`src/rtl/unified_mem_arbiter.sv`:
```
// Purpose: shares one variable-latency memory between the fetch port and the data port; data wins, a streak limit protects fetch.
// Latency: req in cycle 0, mem_req in cycle 1, done pulse one cycle after mem_ack (2 cycles minimum).
// Backpressure: requesters hold req until their done pulse; mem_req is held stable until mem_ack; stall_* freeze the pipeline meanwhile.
module unified_mem_arbiter #(
    parameter int AW           = 16,
    parameter int DW           = 16,
    parameter int STARVE_LIMIT = 4
) (
    input  logic          clk,
    input  logic          rst_n,
    input  logic          if_req,
    input  logic [AW-1:0] if_addr,
    output logic          if_done,
    output logic [DW-1:0] if_data,
    input  logic          dm_req,
    input  logic          dm_we,
    input  logic [AW-1:0] dm_addr,
    input  logic [DW-1:0] dm_wdata,
    output logic          dm_done,
    output logic [DW-1:0] dm_rdata,
    output logic          stall_if,
    output logic          stall_mem,
    output logic          mem_req,
    output logic          mem_we,
    output logic [AW-1:0] mem_addr,
    output logic [DW-1:0] mem_wdata,
    input  logic          mem_ack,
    input  logic [DW-1:0] mem_rdata,
    output logic          busy
);

    typedef enum logic [1:0] {
        IDLE  = 2'd0,
        GNT_I = 2'd1,
        GNT_D = 2'd2
    } state_t;

    localparam logic [3:0] LIMIT = 4'(STARVE_LIMIT);

    state_t     state;
    state_t     state_nxt;
    logic [3:0] streak;
    logic       if_elig;
    logic       dm_elig;
    logic       grant_i;
    logic       grant_d;
    logic       ack_i;
    logic       ack_d;

    // A requester whose done pulse is showing still has its stale req high; it must not be granted again.
    assign if_elig = if_req & ~if_done;
    assign dm_elig = dm_req & ~dm_done;

    // Completion is only meaningful while a grant is outstanding; a stray ack in IDLE falls through.
    assign ack_i = (state == GNT_I) & mem_ack;
    assign ack_d = (state == GNT_D) & mem_ack;

    assign stall_if  = if_req & ~if_done;
    assign stall_mem = dm_req & ~dm_done;
    assign busy      = (state != IDLE);

    // Arbitration and next-state: data first unless fetch has been passed over STARVE_LIMIT times.
    always_comb begin
        state_nxt = state;
        grant_i   = 1'b0;
        grant_d   = 1'b0;
        case (state)
            IDLE: begin
                if (if_elig && dm_elig) begin
                    if (streak == LIMIT) grant_i = 1'b1;
                    else                 grant_d = 1'b1;
                end else if (if_elig) begin
                    grant_i = 1'b1;
                end else if (dm_elig) begin
                    grant_d = 1'b1;
                end
                if (grant_i)      state_nxt = GNT_I;
                else if (grant_d) state_nxt = GNT_D;
            end
            GNT_I, GNT_D: begin
                if (mem_ack) state_nxt = IDLE;
            end
            default: state_nxt = IDLE;
        endcase
    end

    // State register.
    always_ff @(posedge clk or negedge rst_n) begin
        if (!rst_n) state <= IDLE;
        else        state <= state_nxt;
    end

    // Streak of data grants taken while a fetch was pending; saturates at the limit, cleared by any fetch grant.
    always_ff @(posedge clk or negedge rst_n) begin
        if (!rst_n) begin
            streak <= 4'd0;
        end else if (grant_i) begin
            streak <= 4'd0;
        end else if (grant_d && if_req && (streak != LIMIT)) begin
            streak <= streak + 4'd1;
        end
    end

    // Memory-side request registers: captured on grant and held untouched until the ack.
    always_ff @(posedge clk or negedge rst_n) begin
        if (!rst_n) begin
            mem_req   <= 1'b0;
            mem_we    <= 1'b0;
            mem_addr  <= '0;
            mem_wdata <= '0;
        end else if (grant_i) begin
            // A fetch carries no write data; mem_wdata is left as is since mem_we=0 makes it irrelevant.
            mem_req  <= 1'b1;
            mem_we   <= 1'b0;
            mem_addr <= if_addr;
        end else if (grant_d) begin
            mem_req   <= 1'b1;
            mem_we    <= dm_we;
            mem_addr  <= dm_addr;
            mem_wdata <= dm_wdata;
        end else if (ack_i || ack_d) begin
            mem_req <= 1'b0;
        end
    end

    // Done pulses and returned data, registered one cycle after the ack.
    always_ff @(posedge clk or negedge rst_n) begin
        if (!rst_n) begin
            if_done  <= 1'b0;
            dm_done  <= 1'b0;
            if_data  <= '0;
            dm_rdata <= '0;
        end else begin
            if_done <= ack_i;
            dm_done <= ack_d;
            if (ack_i)            if_data  <= mem_rdata;
            if (ack_d && !mem_we) dm_rdata <= mem_rdata;
        end
    end

endmodule
```
`config.mk`:
```
export PLATFORM = sky130hd
export DESIGN_NAME = unified_mem_arbiter
export DESIGN_NICKNAME = d
export VERILOG_FILES = /design/src/rtl/unified_mem_arbiter.sv
export SDC_FILE = /design/constraint.sdc
export NUM_CORES = 1
export LEC_CHECK = 0
export ABC_CLOCK_PERIOD_IN_PS = 1600
export CORE_MARGIN = 8
export CORE_UTILIZATION = 25
export CTS_CLUSTER_SIZE = 12
export DETAILED_ROUTE_END_ITERATION = 10
export PLACE_DENSITY_LB_ADDON = 0.08
export RECOVER_POWER = 50
export REMOVE_ABC_BUFFERS = 1
export SYNTH_ARGS = -nofsm -noshare
export SYNTH_HDL_FRONTEND = slang
export SYNTH_SLANG_ARGS = --single-unit
```
`constraint.sdc`:
```
create_clock -name clk -period 1.6 [get_ports clk]
set_clock_uncertainty 0.05 [all_clocks]
set_input_delay 0.16 -clock clk [delete_from_list [all_inputs] [get_ports clk]]
set_output_delay 0.16 -clock clk [all_outputs]
set_load 0.01 [all_outputs]
```
==> insert_results.sql <==
INSERT INTO impl_metrics (metric_group, metric, value, unit) VALUES
('power', 'power.density', '1910', 'nW/um^2'),
('logic_synthesis', 'avg_cell_area_syn', '15.0', 'sq um'),
('sta', 'relSlewSlack', '0.638', ''),
('logic_synthesis', 'yosys_warnings', '0', ''),
('logic_synthesis', 'yosysSeqAreaShare', '0.578', ''),
('sta', 'final-setup-viol-count', '42', ''),
('place', 'io_buffers', '140', ''),
('final_layout', 'number_of_nets_in_the_layout', '476', ''),
('drt', 'routed-via-count', '2563', ''),
('sta', 'tightestPinTransition', '543', 'ps'),
('clock_network', 'tritoncts', 'built', ''),
('final_layout', 'layout-area-overhead-vs-synth', '80.9', '%'),
('logic_synthesis', 'synth_area_leaders', 'sky130_fd_sc_hd__dfrtp_1, sky130_fd_sc_hd__mux2_2, sky130_fd_sc_hd__a2111o_1, sky130_fd_sc_hd__o221a_2, sky130_fd_sc_hd__mux2_4', ''),
('logic_synthesis', 'yosys.cell_count.top_type', 'sky130_fd_sc_hd__dfrtp_1', ''),
('sta', 'timing.final.ws_setup', '-77.1', 'ps'),
('place', 'post_dp_hpwl', '7390', 'microns'),
('floorplan', 'rows', '41', ''),
('logic_synthesis', 'post_synth_edffs', '0', ''),
('place', 'finalWeightedCongestion', '0.739', ''),
('global_routing', 'wire_length_of_the_first_global_routing_pass', '15500', 'microns'),
('setup_path', 'crit_path_max_fanout', '13', ''),
('logic_synthesis', 'synth_largest_type_area_fraction', '0.578', ''),
('logic_synthesis', 'synthesis.area', '3210', 'sq um'),
('setup_path', 'worst_ep_required_time', '1770', 'ps'),
('outcome', 'run_status', 'finished, violations left', ''),
('power', 'p_leak', '0.00252', 'uW'),
('run', 'max-cap-violations', '0', ''),
('drt', 'drc_errors', '0', ''),
('clock_network', 'cts_buffer_depth', '2', ''),
('global_routing', 'antenna_found_initial', '0', ''),
('final_layout', 'fillerInstances', '1159', ''),
('floorplan', 'start_util', '0.255', ''),
('setup_path', 'worstSetupPathType', 'reg -> reg', ''),
('setup_path', 'worst_setup_sp_type', 'flip-flop', ''),
('clock_network', 'clkSlewWorstSetupHoldPaths', '60', 'ps'),
('power', 'power.share.switching', '0.309', ''),
('min_path', 'hold_path.class', 'in -> async', ''),
('place', 'place_inst', '547', ''),
('clock_network', 'htree_num_levels', '3', ''),
('final_layout', 'multi_input_area', '1510', 'sq um'),
('power', 'portion_of_total_power_attributed_to_combinational_logic', '0.534', ''),
('drt', 'post_drt_wl_per_cell', '18.2', 'microns'),
('floorplan', 'die_area', '16700', 'sq um'),
('power', 'power_switching', '3430', 'uW'),
('clock_network', 'insertion_delay_to_the_later_sink_of_the_worst_skew_pair', '330', 'ps'),
('sta', 'fin_tns_setup', '-1150', 'ps'),
('sta', 'final_period_minus_worst_setup_slack', '1680', 'ps'),
('floorplan', 'chipHeight', '129', 'microns'),
('power', 'seq_power_share', '0.297', ''),
('logic_synthesis', 'post_synth_inst_count', '214', ''),
('drt', 'route.final.wire_length', '10500', 'microns'),
('sta', 'final-hold-violation-count', '0', ''),
('outcome', 'violated_checks', 'setup timing', ''),
('clock_network', 'cts_sink_cnt', '74', ''),
('final_layout', 'layout_cells_sized_above_1', '0.358', ''),
('global_routing', 'grt_start_max_net_pins', '30', ''),
('floorplan', 'die_w', '129', 'microns'),
('final_layout', 'final_util', '0.461', ''),
('power', 'part_of_the_power_in_the_clock_network', '0.169', ''),
('sta', 'achievable-frequency', '0.596', 'GHz'),
('drt', 'viasPerCell', '4.44', ''),
('place', 'dpl_worst_slack', '-153', 'ps'),
('sta', 'grt_setup_unrepaired', 'yes', ''),
('logic_synthesis', 'synth_seq_cells', '74', ''),
('logic_synthesis', 'synthDistinctLibCells', '36', ''),
('clock_network', 'ctsRootBufferMaster', 'sky130_fd_sc_hd__clkbuf_16', ''),
('setup_path', 'setup.worst_path.end_class', 'flip-flop', ''),
('final_layout', 'final-seq-area', '1850', 'sq um'),
('logic_synthesis', 'asyncSetResetFlopFracSynth', '1.00', ''),
('clock_network', 'cts_made_buffers', '9', ''),
('power', 'worst_vdd_ir', '1.03', 'mV');
-- through the flow --
stage          power (uW)  instance area [sq um]  hold slack, ps
3_3_place_gp         8390                   5060            30.2
3_5_place_dp         8430                   5060            30.0
6_report            11100                   5800             307
5_1_grt             11800                   5800             357
4_1_cts             10600                   5500             225
2_1_floorplan        5390                   3120            -186
-- area by class of cell --
class                           count  area share
Sequential cell                    74       0.319
Timing Repair Buffer              188       0.329
Multi-Input combinational cell    118       0.260
Clock inverter                      2     0.00216
Inverter                           10     0.00734
Tap cell                          172      0.0371
Clock buffer                       13      0.0449
-- critical path, stage by stage (launching register included) --
cell                       delay (ps)
sky130_fd_sc_hd__dfrtp_1          380
sky130_fd_sc_hd__inv_2             80
sky130_fd_sc_hd__ha_4             130
sky130_fd_sc_hd__nand3b_1         140
sky130_fd_sc_hd__o211ai_4         250
sky130_fd_sc_hd__buf_12           190
sky130_fd_sc_hd__mux2_2           330
-- power groups by stage --
stage / logic [uW] / registers, uW / clock network [uW]
floorplan: 1750 / 3630 / 0
global placement: 5130 / 3260 / 0
detailed placement: 5170 / 3270 / 0
CTS: 5410 / 3260 / 1960
global route: 6330 / 3420 / 2030
finish: 5920 / 3290 / 1880
-- worst paths after layout --
| path | start | endpoint | slack [ps] | cells past startpoint |
|---|---|---|---|---|
| min in group clk | dm_we | mem_we | 340 | 3 |
| hold reg to reg | mem_req | mem_req | 440 | 1 |
| max in group asynchronous | rst_n | if_data[8] | 300 | 3 |
| setup / recovery | streak[0] | mem_wdata[2] | -80 | 6 |
| setup reg to reg | streak[0] | mem_wdata[2] | -80 | 6 |
| hold / removal | rst_n | mem_addr[11] | 310 | 2 |
-- cell families (layout without fill, tap and decap cells) --
kind of cell / Yosys count / after routing / synth area share
buffers and inverters: 22 / 213 / 0.0386
AO/OA/AOI/OAI: 48 / 48 / 0.149
AND/OR/NAND/NOR: 16 / 16 / 0.0344
adder cells (fa/ha/maj): 5 / 5 / 0.0195
flip-flops: 74 / 74 / 0.578
multiplexers: 49 / 49 / 0.181
-- repair_timing --
action	in CTS	in global routing
hold buffers	1	0
setup buffers	6	4
cloned	1	3
pin swaps	14	10
setup endpoints to repair	51	71
resized for setup	22	55
hold endpoints to repair	74	0
-- layout by cell type, fill, tap and decap left out, drive strengths merged, types with 2 or more instances in the layout --
master	Yosys	layout
clkdlybuf4s50	0	134
o211ai	2	2
inv	10	9
a21oi	5	5
o22ai	2	2
o221a	16	16
nand2b	2	2
mux2	48	48
buf	12	42
a2111o	16	16
clkinv	0	2
clkbuf	0	21
o21ai	4	4
nand3	3	3
dfrtp	74	74
dlygate4sd3	0	3
ha	5	5
nand2	2	2
-- registers in the layout, summed over array words and instances, names as in the netlist --
register   count
state          2
if_done        1
mem_req        1
dm_done        1
mem_we         1
mem_addr      16
mem_wdata     16
streak         4
if_data       16
dm_rdata      16
-- layer usage --
| layer | global-route usage | vias up | part of all wire |
|---|---|---|---|
| li1 | - | 1201 | - |
| met1 | 0.136 | 1262 | 0.41 |
| met2 | 0.199 | 90 | 0.48 |
| met3 | 0.0670 | 10 | 0.095 |
| met4 | 0.0387 | 0 | 0.013 |
| met5 | 0 | - | 0 |
No activity file was read; power rests on OpenSTA's default activity.
